### src/rtl/branch_redirect_ctrl.sv
// -----------------------------------------------------------------------------
// branch_redirect_ctrl
// Resolves B-type branches in EX against the fetch-time prediction. On a
// mispredict it captures the corrected fetch address, raises a redirect to
// fetch, and flushes the younger pipeline stages until fetch accepts it. It
// also keeps wrapping counters of resolved and mispredicted branches.
//
// State sequence after a mispredict:
//   IDLE -> REDIRECT (held while redir_ready=0) -> DRAIN (1 cycle) -> IDLE
// Every control output is either a register or a decode of the state, so no
// input reaches an output through combinational logic alone.
// -----------------------------------------------------------------------------
module branch_redirect_ctrl #(
    parameter int XLEN  = 32,
    parameter int CNT_W = 16
) (
    input  logic             clk,
    input  logic             rst,
    input  logic             ex_valid,
    input  logic             ex_is_branch,
    input  logic             branch_taken,
    input  logic             pred_taken,
    input  logic [XLEN-1:0]  ex_pc,
    input  logic [XLEN-1:0]  ex_imm,
    input  logic             redir_ready,
    output logic             redir_valid,
    output logic [XLEN-1:0]  redir_pc,
    output logic             flush_if_id,
    output logic             flush_id_ex,
    output logic             stall_ex,
    output logic             misalign,
    output logic [CNT_W-1:0] branch_count,
    output logic [CNT_W-1:0] mispred_count
);

    localparam logic [1:0] IDLE     = 2'd0;
    localparam logic [1:0] REDIRECT = 2'd1;
    localparam logic [1:0] DRAIN    = 2'd2;

    logic [1:0]      state;
    logic [1:0]      state_next;
    logic            resolve;
    logic            mispredict;
    logic [XLEN-1:0] taken_target;
    logic [XLEN-1:0] fallthru_target;
    logic [XLEN-1:0] target;

    // A branch only counts while IDLE; REDIRECT and DRAIN ignore EX entirely.
    assign resolve    = ex_valid & ex_is_branch & (state == IDLE);
    assign mispredict = resolve & (branch_taken != pred_taken);

    // Both sums are XLEN wide, so the carry out is dropped and the address wraps.
    assign taken_target    = ex_pc + ex_imm;
    assign fallthru_target = ex_pc + XLEN'(4);

    // Pick the corrected path and force the halfword-alignment bit 0 low.
    always_comb begin
        target = (branch_taken ? taken_target : fallthru_target) & ~XLEN'(1);
    end

    // Next-state logic for the redirect sequence.
    always_comb begin
        // NOTE: assign a default before the case so every path drives state_next; otherwise a latch is inferred.
        state_next = state;
        case (state)
            IDLE:     if (mispredict)  state_next = REDIRECT;
            REDIRECT: if (redir_ready) state_next = DRAIN;
            DRAIN:                     state_next = IDLE;
            default:                   state_next = IDLE;
        endcase
    end

    // State register; reset returns to IDLE without waiting for a clock edge.
    always_ff @(posedge clk or posedge rst) begin
        // NOTE: sequential state uses non-blocking (<=) so every register samples pre-edge values.
        if (rst) state <= IDLE;
        else     state <= state_next;
    end

    // Capture the corrected fetch address; it stays put through REDIRECT and DRAIN.
    always_ff @(posedge clk or posedge rst) begin
        if (rst)             redir_pc <= '0;
        else if (mispredict) redir_pc <= target;
    end

    // One-cycle pulse when a taken mispredict lands on a target with bit 1 set.
    always_ff @(posedge clk or posedge rst) begin
        if (rst) misalign <= 1'b0;
        else     misalign <= mispredict & branch_taken & target[1];
    end

    // Statistics counters; natural binary overflow gives the all-ones -> 0 wrap.
    always_ff @(posedge clk or posedge rst) begin
        if (rst) begin
            branch_count  <= '0;
            mispred_count <= '0;
        end else begin
            if (resolve)    branch_count  <= branch_count + CNT_W'(1);
            if (mispredict) mispred_count <= mispred_count + CNT_W'(1);
        end
    end

    // Control outputs are pure state decodes, so an async reset clears them at once.
    assign redir_valid = (state == REDIRECT);
    assign flush_id_ex = (state == REDIRECT);
    assign stall_ex    = (state == REDIRECT);
    assign flush_if_id = (state == REDIRECT) || (state == DRAIN);

endmodule

### config.mk
export PLATFORM = sky130hd
export DESIGN_NAME = branch_redirect_ctrl
export DESIGN_NICKNAME = d
export VERILOG_FILES = /design/src/rtl/branch_redirect_ctrl.sv
export SDC_FILE = /design/constraint.sdc
export NUM_CORES = 1
export LEC_CHECK = 0
export BUFFER_PORTS_ARGS = -buffer_cell sky130_fd_sc_hd__clkbuf_2
export CORE_ASPECT_RATIO = 1.1
export CORE_MARGIN = 2
export CORE_UTILIZATION = 40
export CTS_BUF_LIST = sky130_fd_sc_hd__clkbuf_4 sky130_fd_sc_hd__clkbuf_8
export CTS_CLUSTER_SIZE = 10
export DETAILED_ROUTE_END_ITERATION = 16
export PLACE_DENSITY = 0.69
export RECOVER_POWER = 50
export SYNTH_ARGS = -nofsm -noshare
export SYNTH_HDL_FRONTEND = slang
export SYNTH_SLANG_ARGS = --single-unit
### constraint.sdc
create_clock -name clk -period 2.72 [get_ports clk]
set_clock_uncertainty 0.05 [all_clocks]
set_input_delay 0.408 -clock clk [delete_from_list [all_inputs] [get_ports clk]]
set_output_delay 0.408 -clock clk [all_outputs]
set_load 0.02 [all_outputs]
== Yosys cells after proc, flatten, opt, wreduce, memory -nomap -nowiden ==
Index checks and enable logic that the tools add are counted.
Widths: inputs -> output; s select.

* Register bits: 66
* Input port bits: 71
* Output and inout port bits: 69

* Add/sub/neg operators: 4
* Equal/unequal tests: 5
* Muxes and demuxes: 4
* Bitwise gates (word level): 5
* Reduce and logical (&&, ||, !) cells: 3

{| class="wikitable"
|+ Operators with widths
! cell !! count
|-
| $add 16x1->16 const B || 2
|-
| $add 32x3->32 const B || 1
|-
| $add 32x32->32 || 1
|-
| $mux 32 || 1
|-
| $and 1x1->1 || 5
|-
| $mux 2 || 2
|-
| $ne 2x2->1 const B || 2
|-
| $pmux 2 s2 || 1
|-
| $eq 2x1->1 const B || 1
|-
| $eq 2x2->1 const B || 1
|-
| $logic_not 2->1 || 1
|-
| $reduce_and 2->1 || 1
|-
| $logic_or 1x1->1 || 1
|-
| $ne 1x1->1 || 1
|}

== Depth between registers and ports, before layout ==
Gate-level depths: netlist of the first run.

* Word-level depth: 5
* Gate-level depth with buffers: 11
* Depth with buffers taken out: 9

== Worst setup path after synthesis of the first run ==
Ideal clock, no wire load.

* Kind: input-to-reg
* Start: input port ex_pc[0]
* End: register redir_pc[30]
* Data arrival time: 2,425 ps
* Data required time: 2,594 ps
* Setup slack: 168 ps
* Cell stages on the path: 9
* Path through: and2_1 -> fa_1 -> a21o_1 -> a311o_1 -> a21oi_4 -> o211ai_2 -> a31oi_1 -> mux2_1 -> o21ai_1

* Longest elaborated chain between the ends: 2

{| class="wikitable"
|+ RTL lines
! item !! RTL line !! text
|-
| start, declared || 23 || <nowiki>input logic [XLEN-1:0] ex_pc,</nowiki>
|-
| $add 32x3->32 / $add 32x32->32 (equally long branches) || 54, 53 ||
|-
| $mux 32 * || 58 || <nowiki>target = (branch_taken ? taken_target : fallthru_target) & ~XLEN'(1);</nowiki>
|-
| end signal, assigned || 83 || <nowiki>else if (mispredict) redir_pc <= target;</nowiki>
|-
| end, declared || 27 || <nowiki>output logic [XLEN-1:0] redir_pc,</nowiki>
|}

Mark *: on every way between the ends. The rest lies on a longest branch, timed or not.
A chain may end at the register's enable or synchronous reset.

== Final worst setup path of the first run ==
Same ends and word-level chain as after synthesis.

==> results of run 1 <==
## final cells by class
class / count / area (sq um) / share of cell area, %
Multi-Input combinational cell: 537 / 3470 / 53.5
Sequential cell: 66 / 1650 / 25.4
Timing Repair Buffer: 176 / 898 / 13.8
Tap cell: 161 / 201 / 3.10
Clock buffer: 9 / 124 / 1.91
Clock inverter: 7 / 100 / 1.54
Inverter: 13 / 48.8 / 0.751
## routing by layer
| metal | part of all wire [%] | up-vias | GRT usage, % |
|---|---|---|---|
| li1 | - | 2650 | - |
| met1 | 46 | 2466 | 28.9 |
| met2 | 46 | 198 | 35.8 |
| met3 | 5.8 | 22 | 4.23 |
| met4 | 2.2 | 0 | 7.96 |
| met5 | 0 | - | 0 |
## cells by family (layout without fill, tap and decap cells)
kind of cell,after synthesis,count (layout),synth area share [%]
other,1,1,0.0708
xor gates and xnor gates,73,73,12.1
DFF,66,66,31.2
muxes,8,8,1.56
AOI/OAI and AO/OA,166,166,20.4
and+or+nand+nor,252,252,22.6
adders and majority gates,37,37,8.88
buffers and inverters,41,205,3.28
## flip-flops by register name, summed over array words and instances, names as in the netlist
| name | cells |
|---|---|
| redir_pc | 31 |
| branch_count | 16 |
| mispred_count | 16 |
| state | 2 |
| misalign | 1 |
## stage by stage
step | worst slack, ns | utilization (%) | TNS [ns] | instance area, sq um
final | 0.268 | 49.8 | 0 | 6500
after global routing | 0.155 | 49.8 | 0 | 6500
after CTS | 0.287 | 50.4 | 0 | 6580
after detailed placement | -0.0961 | 48.6 | -0.120 | 6340
after global placement | -0.0155 | 48.6 | -0.0155 | 6340
after floorplan | 0.168 | - | 0 | 5300
## power groups by stage
| stage | Combinational, uW | Sequential, uW | Clock, uW |
|---|---|---|---|
| 6_report | 1790 | 1490 | 979 |
| 3_3_place_gp | 1840 | 1510 | 0 |
| 3_5_place_dp | 1850 | 1510 | 0 |
| 5_1_grt | 1970 | 1530 | 1030 |
| 4_1_cts | 1860 | 1490 | 987 |
| 2_1_floorplan | 899 | 1800 | 0 |
## cell usage after synthesis (2+ instances only)
library cell and number:
nand2_1 83, dfrtp_1 66, nor2_1 51, xnor2_1 48, a21oi_1 45, ha_1 36
o21ai_0 36, nand3_1 30, xor2_1 25, nand4_1 22, and3_1 20, clkbuf_1 19
nor3_1 16, inv_1 13, a22oi_1 11, o21ai_1 11, a21o_1 9, o21a_1 8
nand2b_1 7, o211ai_1 7, or3_1 7, and2_1 6, mux2i_1 6, a221o_1 5
a31oi_1 5, and4_1 4, buf_2 4, buf_4 4, a211oi_1 3, o31ai_1 3
a211o_1 2, a221oi_1 2, a41o_1 2, nor4_1 2, o221ai_1 2, o22ai_1 2
## worst paths after layout
check	end	cells after the start	slack, ns
worst min-delay path	misalign$_DFF_PP0_	2	0.25
min in group asynchronous	mispred_count[1]$_DFFE_PP0P_	3	0.63
worst max-delay path	redir_pc[30]$_DFFE_PP0P_	10	0.27
worst min register to register	mispred_count[15]$_DFFE_PP0P_	1	0.42
worst max register to register	mispred_count[15]$_DFFE_PP0P_	9	0.43
max in group asynchronous	redir_pc[14]$_DFFE_PP0P_	4	0.62
==> flow_summary.ini, run 1 <==
[global_routing]
grt_overflow = 0
grt_start_max_net_pins = 32
grt_usage_pct = 22.0
antenna_found_initial = 0
grt_pass1_wl_microns = 25000
first_global_vias = 5086

[finish]
syn2layout_area_growth_pct = 22.6
final_common_cell = nand2_1
drive_gt1_share_pct = 16.7
mostFrequentLayoutCells = nand2_1, clkbuf_2, dfrtp_1, clkbuf_1, nor2_1
finalNonFillerCells = 969
antenna_cells = 0
final_nets = 911
nFillCells = 1301

[power]
pwr_density_cell_nw_per_um2 = 655
power_switching_uw = 1830
power_frac_seq_pct = 35.0
clockPowerShare_pct = 23.0
power_frac_comb_pct = 42.0
switching_share_pct = 42.9
p_total_uw = 4260
leakage_uw = 0.00297
intPower_uw = 2430
ir_worst_vdd_mv = 0.331

[clock_tree]
cts_root_buf = clkbuf_8
cts_setup_buffers = 0
postCtsHoldBufs = 1
numCtsBuffers = 9
htreeDepth = 3
clk_pin_slew_ns = 0.08
clk_path_buf_depth = 2
cts_tree = built
cts_resized = 0
clk_latency_ns = 0.36
clock_sinks = 66

[worst_setup_path]
crit_arrival_ns = 2.69
crit_family = compound AO/OA/AOI/OAI gates
critPathBufInv = 1
crit_fanout = 3
cp.required_ns = 2.96
crit_path_start = ex_pc[0]
critPathSlowestCell = a311o_1
endpoint_kind = flip-flop
worstPathCellList = clkbuf_2 -> and2_1 -> fa_1 -> a21o_1 -> a311o_1 -> a21oi_4 -> o211ai_2 -> a31oi_1 -> mux2_1 -> o21ai_1
r2r_start = state[0]$_DFFE_PP0P_
critPathMaxStageDelay_ns = 0.42
cp-start-kind = primary input
worstSetupPathType = primary input to flip-flop

[route]
vias_per_cell = 5.51
post_drt_wl_per_cell_microns = 16.0
vias = 5336
drt_iter0_drc = 491
firstDrtPassIters = 5
drc = 0
routed_wirelength_microns = 15500
antenna_left = 0

[timing]
hold-worst-slack_ns = 0.247
setup_viol = 0
tightest_slew_ns = 1.01
fmax_mhz = 408
min_period_ns = 2.45
relSlewSlack_pct = 32.3
slew_violations = 0
hold_violations = 0
grt_setup_unrepaired = no
period_share_pct = 90.2

[place]
port_buffers = 138
gp_congestion = 0.868
place_hpwl_microns = 12300
dp.cells = 952

[logic_synthesis]
netlist_area_sq_um = 5300
ys_ff_latch = 66
syn_inst = 644
synth_edf_count = 0
synth_top_area_share_pct = 31.2
synth_area_leader_cell = dfrtp_1
synth.area.top_cells = dfrtp_1, ha_1, xnor2_1
syn_area_per_cell_sq_um = 8.23
yosysSeqAreaShare_pct = 31.2
ys_types = 58
synth_nets = 752
ys.flop_type = dfrtp_1
async_flop_share_pct = 100
yosysWarnings = 0

[floorplanning]
die_height_microns = 125
die_w_microns = 114
start_util_pct = 40.6
rows = 44
die_area_sq_um = 14200
ios = 140
core-area_sq_um = 13000

[run]
max_cap_violations = 0

[outcome]
status = complete, no violations

[min_path]
worstHoldStart = pred_taken
hold_class = primary input to flip-flop
Note: power is estimated with default switching activity, not from simulation.
==> run 2, diff against run 1 <==
PLACE_DENSITY = default   (was 0.69)
SETUP_SLACK_MARGIN = 0.5   (was default)
==> run 2 against run 1 <==
Against the previous run: final area rose by 3.2%; worst hold slack improved by 0.0083 ns; die area did not move; setup slack improved by 0.27 ns; sequential share of layout area fell by 0.78 points; global-route usage rose by 0.89 points; register-to-register slack improved by 0.19 ns; critical endpoint unchanged; highest routed layer unchanged.
==> flow_summary.ini, run 2 (synthesis results as in run 1) <==
[floorplanning]
ios = 140
die_area_sq_um = 14200
core-area_sq_um = 13000
die_height_microns = 125
start_util_pct = 40.6
rows = 44
die_w_microns = 114

[outcome]
status = complete, no violations

[worst_setup_path]
worstSetupPathType = primary input to flip-flop
ff2ff_setup_slack_ns = 0.62
r2r_start = state[0]$_DFFE_PP0P_
crit_path_start = ex_pc[0]
crit_arrival_ns = 2.44
cp-start-kind = primary input
crit_fanout = 3
cp.required_ns = 2.97
endpoint_kind = flip-flop

[power]
power_switching_uw = 1890
intPower_uw = 2390
power_frac_comb_pct = 44.2
ir_worst_vdd_mv = 0.246
power_frac_seq_pct = 35.0
pwr_density_cell_nw_per_um2 = 638
leakage_uw = 0.00306
clockPowerShare_pct = 20.8
switching_share_pct = 44.1

[route]
post_drt_wl_per_cell_microns = 17.0
antenna_left = 0
vias_per_cell = 5.67
vias = 5466
drt_iter0_drc = 398
routed_wirelength_microns = 16400
drc = 0
firstDrtPassIters = 5

[timing]
tightest_slew_ns = 1.26
timing.setup.tns_ns = 0
fmax_mhz = 457
relSlewSlack_pct = 15.6
slew_violations = 0
grt_setup_unrepaired = yes
setup_viol = 0
period_share_pct = 80.4
min_period_ns = 2.19
hold_violations = 0

[clock_tree]
postCtsHoldBufs = 0
numCtsBuffers = 9
clk_path_buf_depth = 2
clk_pin_slew_ns = 0.09
cts_tree = built
cts_root_buf = clkbuf_8
htreeDepth = 3
clk_latency_ns = 0.37
clock_sinks = 66

[finish]
stdcell_area_sq_um = 6710
syn2layout_area_growth_pct = 26.5
drive_gt1_share_pct = 25.0
regMostFlops = redir_pc
top_regs = redir_pc x31, branch_count x16, mispred_count x16
final_nets = 906
multi_input_area_sq_um = 3670
finalNonFillerCells = 964
nFillCells = 1252
mostFrequentLayoutCells = clkbuf_2, nand2_1, dfrtp_1, xnor2_1, nor2_1
largest_register_ffs = 31
final_common_cell = clkbuf_2
register_area_sq_um = 1650
antenna_cells = 0

[global_routing]
grt_pass1_wl_microns = 26100
antenna_found_initial = 0
grt_overflow = 0
grt_start_max_net_pins = 36
grt_usage_pct = 22.9
first_global_vias = 5167

[place]
post_dp_cell_area_sq_um = 6290
dp.cells = 940
place_hpwl_microns = 12400
port_buffers = 138
gp_congestion = 0.868

[min_path]
hold_class = primary input to flip-flop
worstHoldStart = pred_taken

[run]
max_cap_violations = 0
run 2: cell count changes in the layout (fill, tap and decap cells not counted), moves of 5 or more:
cell	change
a21oi_1	-5
ha_2	+6
clkbuf_1	-31
ha_1	-9
o21ai_2	+5
clkbuf_2	+30
buf_4	-7
a21oi_2	+5
run 2: critical path, stage by stage:
cell and delay [ns]:
buf_6 0.10, and2_4 0.15, fa_2 0.33, a21o_1 0.19, a311o_1 0.35, a21oi_4 0.17
o211ai_2 0.13, a31oi_2 0.18, mux2_4 0.32, o21ai_2 0.11
run 2: stage by stage:
step / setup slack (ns) / power (uW) / utilization [%] / hold slack (ns)
floorplan: 0.346 / 2710 / - / 0.429
global placement: 0.114 / 3350 / 48.2 / 0.411
detailed placement: 0.0408 / 3380 / 48.2 / 0.407
CTS: 0.481 / 4290 / 50.0 / 0.104
global route: 0.366 / 4550 / 51.4 / 0.256
finish: 0.534 / 4280 / 51.4 / 0.256
run 2: area by class of cell:
| class | count | share of cell area [%] |
|---|---|---|
| Tap cell | 161 | 3.00 |
| Timing Repair Buffer | 171 | 13.8 |
| Inverter | 13 | 0.728 |
| Clock buffer | 9 | 1.85 |
| Clock inverter | 7 | 1.18 |
| Sequential cell | 66 | 24.6 |
| Multi-Input combinational cell | 537 | 54.8 |
run 2: path summary, 6_finish.rpt:
kind	endpoint	cells after the start
hold / removal	misalign$_DFF_PP0_	2
min in group asynchronous	mispred_count[1]$_DFFE_PP0P_	2
setup / recovery	redir_pc[30]$_DFFE_PP0P_	10
hold reg to reg	redir_pc[5]$_DFFE_PP0P_	2
setup reg to reg	mispred_count[15]$_DFFE_PP0P_	9
max in group asynchronous	redir_pc[6]$_DFFE_PP0P_	3
run 2: power by group through the flow:
stage	clock [uW]	combinational (uW)	sequential (uW)
2_1_floorplan	0	907	1800
3_3_place_gp	0	1850	1500
3_5_place_dp	0	1860	1520
4_1_cts	915	1880	1500
5_1_grt	950	2060	1540
6_report	892	1890	1500
run 2: per-layer routing:
metal	up-vias	wire length [microns]	GRT usage (%)
met5	-	0	0
met2	217	7740	37.5
met1	2592	7340	31.1
met4	0	294	7.17
met3	22	1020	3.16
li1	2635	-	-
run 2: timing repair:
action                                  CTS  global route
endpoints found under the hold margin     0             0
buffers inserted                          1             7
resized for setup                         8            38
pin swaps                                 3             2
endpoints found under the setup margin   19            23
==> run 3, diff against run 2 <==
clock period = 2.2 ns   (was 2.72 ns; I/O delays follow)
==> run 3 against run 2 <==
Against the previous run: first-iteration DRC count increased by 3.5%; flip-flop and latch count stayed put; setup slack lost 0.46 ns; sequential power grew 25%; final cell count grew 13%; final area up 28%; register-to-register slack got worse by 0.32 ns; critical path type unchanged; core utilization is 14 points higher; via count rose by 9.4%; total power increased by 41%; wire length is 14% higher; clock power up 20%.
==> flow_summary.ini, run 3 (synthesis results as in run 1) <==
[worst_setup_path]
rr_endpoint = branch_count[10]$_DFFE_PP0P_
cp-start-kind = primary input
crit_end = redir_pc[14]$_DFFE_PP0P_
ff2ff_setup_slack_ns = 0.30
cp_common_cell = buf_6
reg2reg_depth = 10
crit_arrival_ns = 2.34
r2r_start = state[1]$_DFFE_PP0P_
cp.required_ns = 2.41
worstSetupPathType = primary input to flip-flop
critPathMaxStageDelay_ns = 0.34
critPathSlowestCell = fa_2
endpoint_kind = flip-flop
crit_fanout = 2
worstPathCellList = buf_6 -> and2_4 -> fa_2 -> a21o_1 -> a311o_1 -> a21oi_4 -> buf_4 -> buf_6 -> o21ai_4 -> a211oi_2 -> xor2_1 -> o21ai_1
crit_path_start = ex_pc[0]

[finish]
mostFrequentLayoutCells = buf_4, clkbuf_2, nand2_1, dfrtp_1, xnor2_1
largest_register_ffs = 31
postLayoutCoreUtil_pct = 65.8
top_regs = redir_pc x31, branch_count x16, mispred_count x16
stdcell_area_sq_um = 8590
syn2layout_area_growth_pct = 62.0
finalNonFillerCells = 1087
regMostFlops = redir_pc
final_nets = 1029
drive_gt1_share_pct = 43.6
final_common_cell = buf_4
antenna_cells = 0

[timing]
min_period_ns = 2.13
hold-worst-slack_ns = 0.174
slew_violations = 0
grt_setup_unrepaired = yes
period_share_pct = 96.8
relSlewSlack_pct = 26.6
setup_viol = 0
tightest_slew_ns = 1.10
fmax_mhz = 470
hold_violations = 0

[place]
place_hpwl_microns = 13700
gp_congestion = 0.907
port_buffers = 138
post_dp_cell_area_sq_um = 7210
dp.cells = 1024

[global_routing]
antenna_found_initial = 0
grt_pass1_wl_microns = 29100
grt_overflow = 0
grt_usage_pct = 25.6
first_global_vias = 5928
grt_start_max_net_pins = 30

[clock_tree]
clk_path_buf_depth = 2
cts_tree = built
clk_latency_ns = 0.37
numCtsBuffers = 9
htreeDepth = 3
cts_root_buf = clkbuf_8
clock_sinks = 66
clk_pin_slew_ns = 0.08

[route]
drt_iter0_drc = 412
drc = 0
antenna_left = 0
firstDrtPassIters = 5
vias_per_cell = 5.50
vias = 5982
post_drt_wl_per_cell_microns = 17.2
routed_wirelength_microns = 18700

[floorplanning]
die_w_microns = 114
die_area_sq_um = 14200
ios = 140
die_height_microns = 125
start_util_pct = 40.6
core-area_sq_um = 13000
rows = 44

[outcome]
status = complete, no violations

[power]
leakage_uw = 0.00382
pwr_density_cell_nw_per_um2 = 700
p_total_uw = 6010
ir_worst_vdd_mv = 0.348

[run]
max_cap_violations = 0

[min_path]
hold_depth = 2
hold_class = primary input to flip-flop
run 3: how the worst min path moves through the flow:
stage          startpoint                             to  slack (ns)
3_5_place_dp          rst  mispred_count[14]$_DFFE_PP0P_        0.21
5_1_grt        pred_taken             misalign$_DFF_PP0_        0.16
3_3_place_gp          rst  mispred_count[15]$_DFFE_PP0P_        0.20
6_report       pred_taken             misalign$_DFF_PP0_        0.17
4_1_cts        pred_taken             misalign$_DFF_PP0_        0.15
2_1_floorplan  pred_taken             misalign$_DFF_PP0_        0.35
run 3: through the flow:
stage	setup TNS (ns)	setup WS, ns
after floorplan	-0.0948	-0.0948
after global placement	-2.16	-0.292
after detailed placement	-2.71	-0.321
after CTS	0	0.106
after global routing	0	0.0193
final	0	0.0712
run 3: report_power, final:
group	switching, uW	internal (uW)	leakage [uW]	total, uW
Clock	536	538	0.0000923	1070
Sequential	301	1570	0.000860	1870
Combinational	1720	1350	0.00287	3070
Total	2560	3450	0.00382	6010
run 3: critical path, delay by kind of cell:
kind            cells  cell delay, ns
xor+xnor            1            0.18
buf+inv             3            0.33
fa+ha+maj           1            0.34
simple gates        1            0.15
compound gates      6            1.02
run 3: final cells by class:
type	count	area (sq um)
Clock inverter	6	66.3
Sequential cell	66	1650
Timing Repair Buffer	293	2090
Fill cell	1115	4460
Inverter	13	50.0
Clock buffer	10	131
Tap cell	161	201
Multi-Input combinational cell	538	4400
run 3: repair_timing:
action	CTS	global route
setup endpoints to repair	47	50
hold buffers	1	0
cloned	1	2
gates resized for setup	80	103
pin swaps	61	52
setup buffers	25	18
hold endpoints to repair	7	0
run 3: layer usage:
metal	part of all wire, %	track usage [%]	vias to the layer above	wire length [microns]
met5	0	0	-	0
met3	4.7	3.50	28	880
met1	43	32.3	2876	8060
li1	-	-	2885	-
met2	50	44.6	193	9350
met4	2.1	8.68	0	391
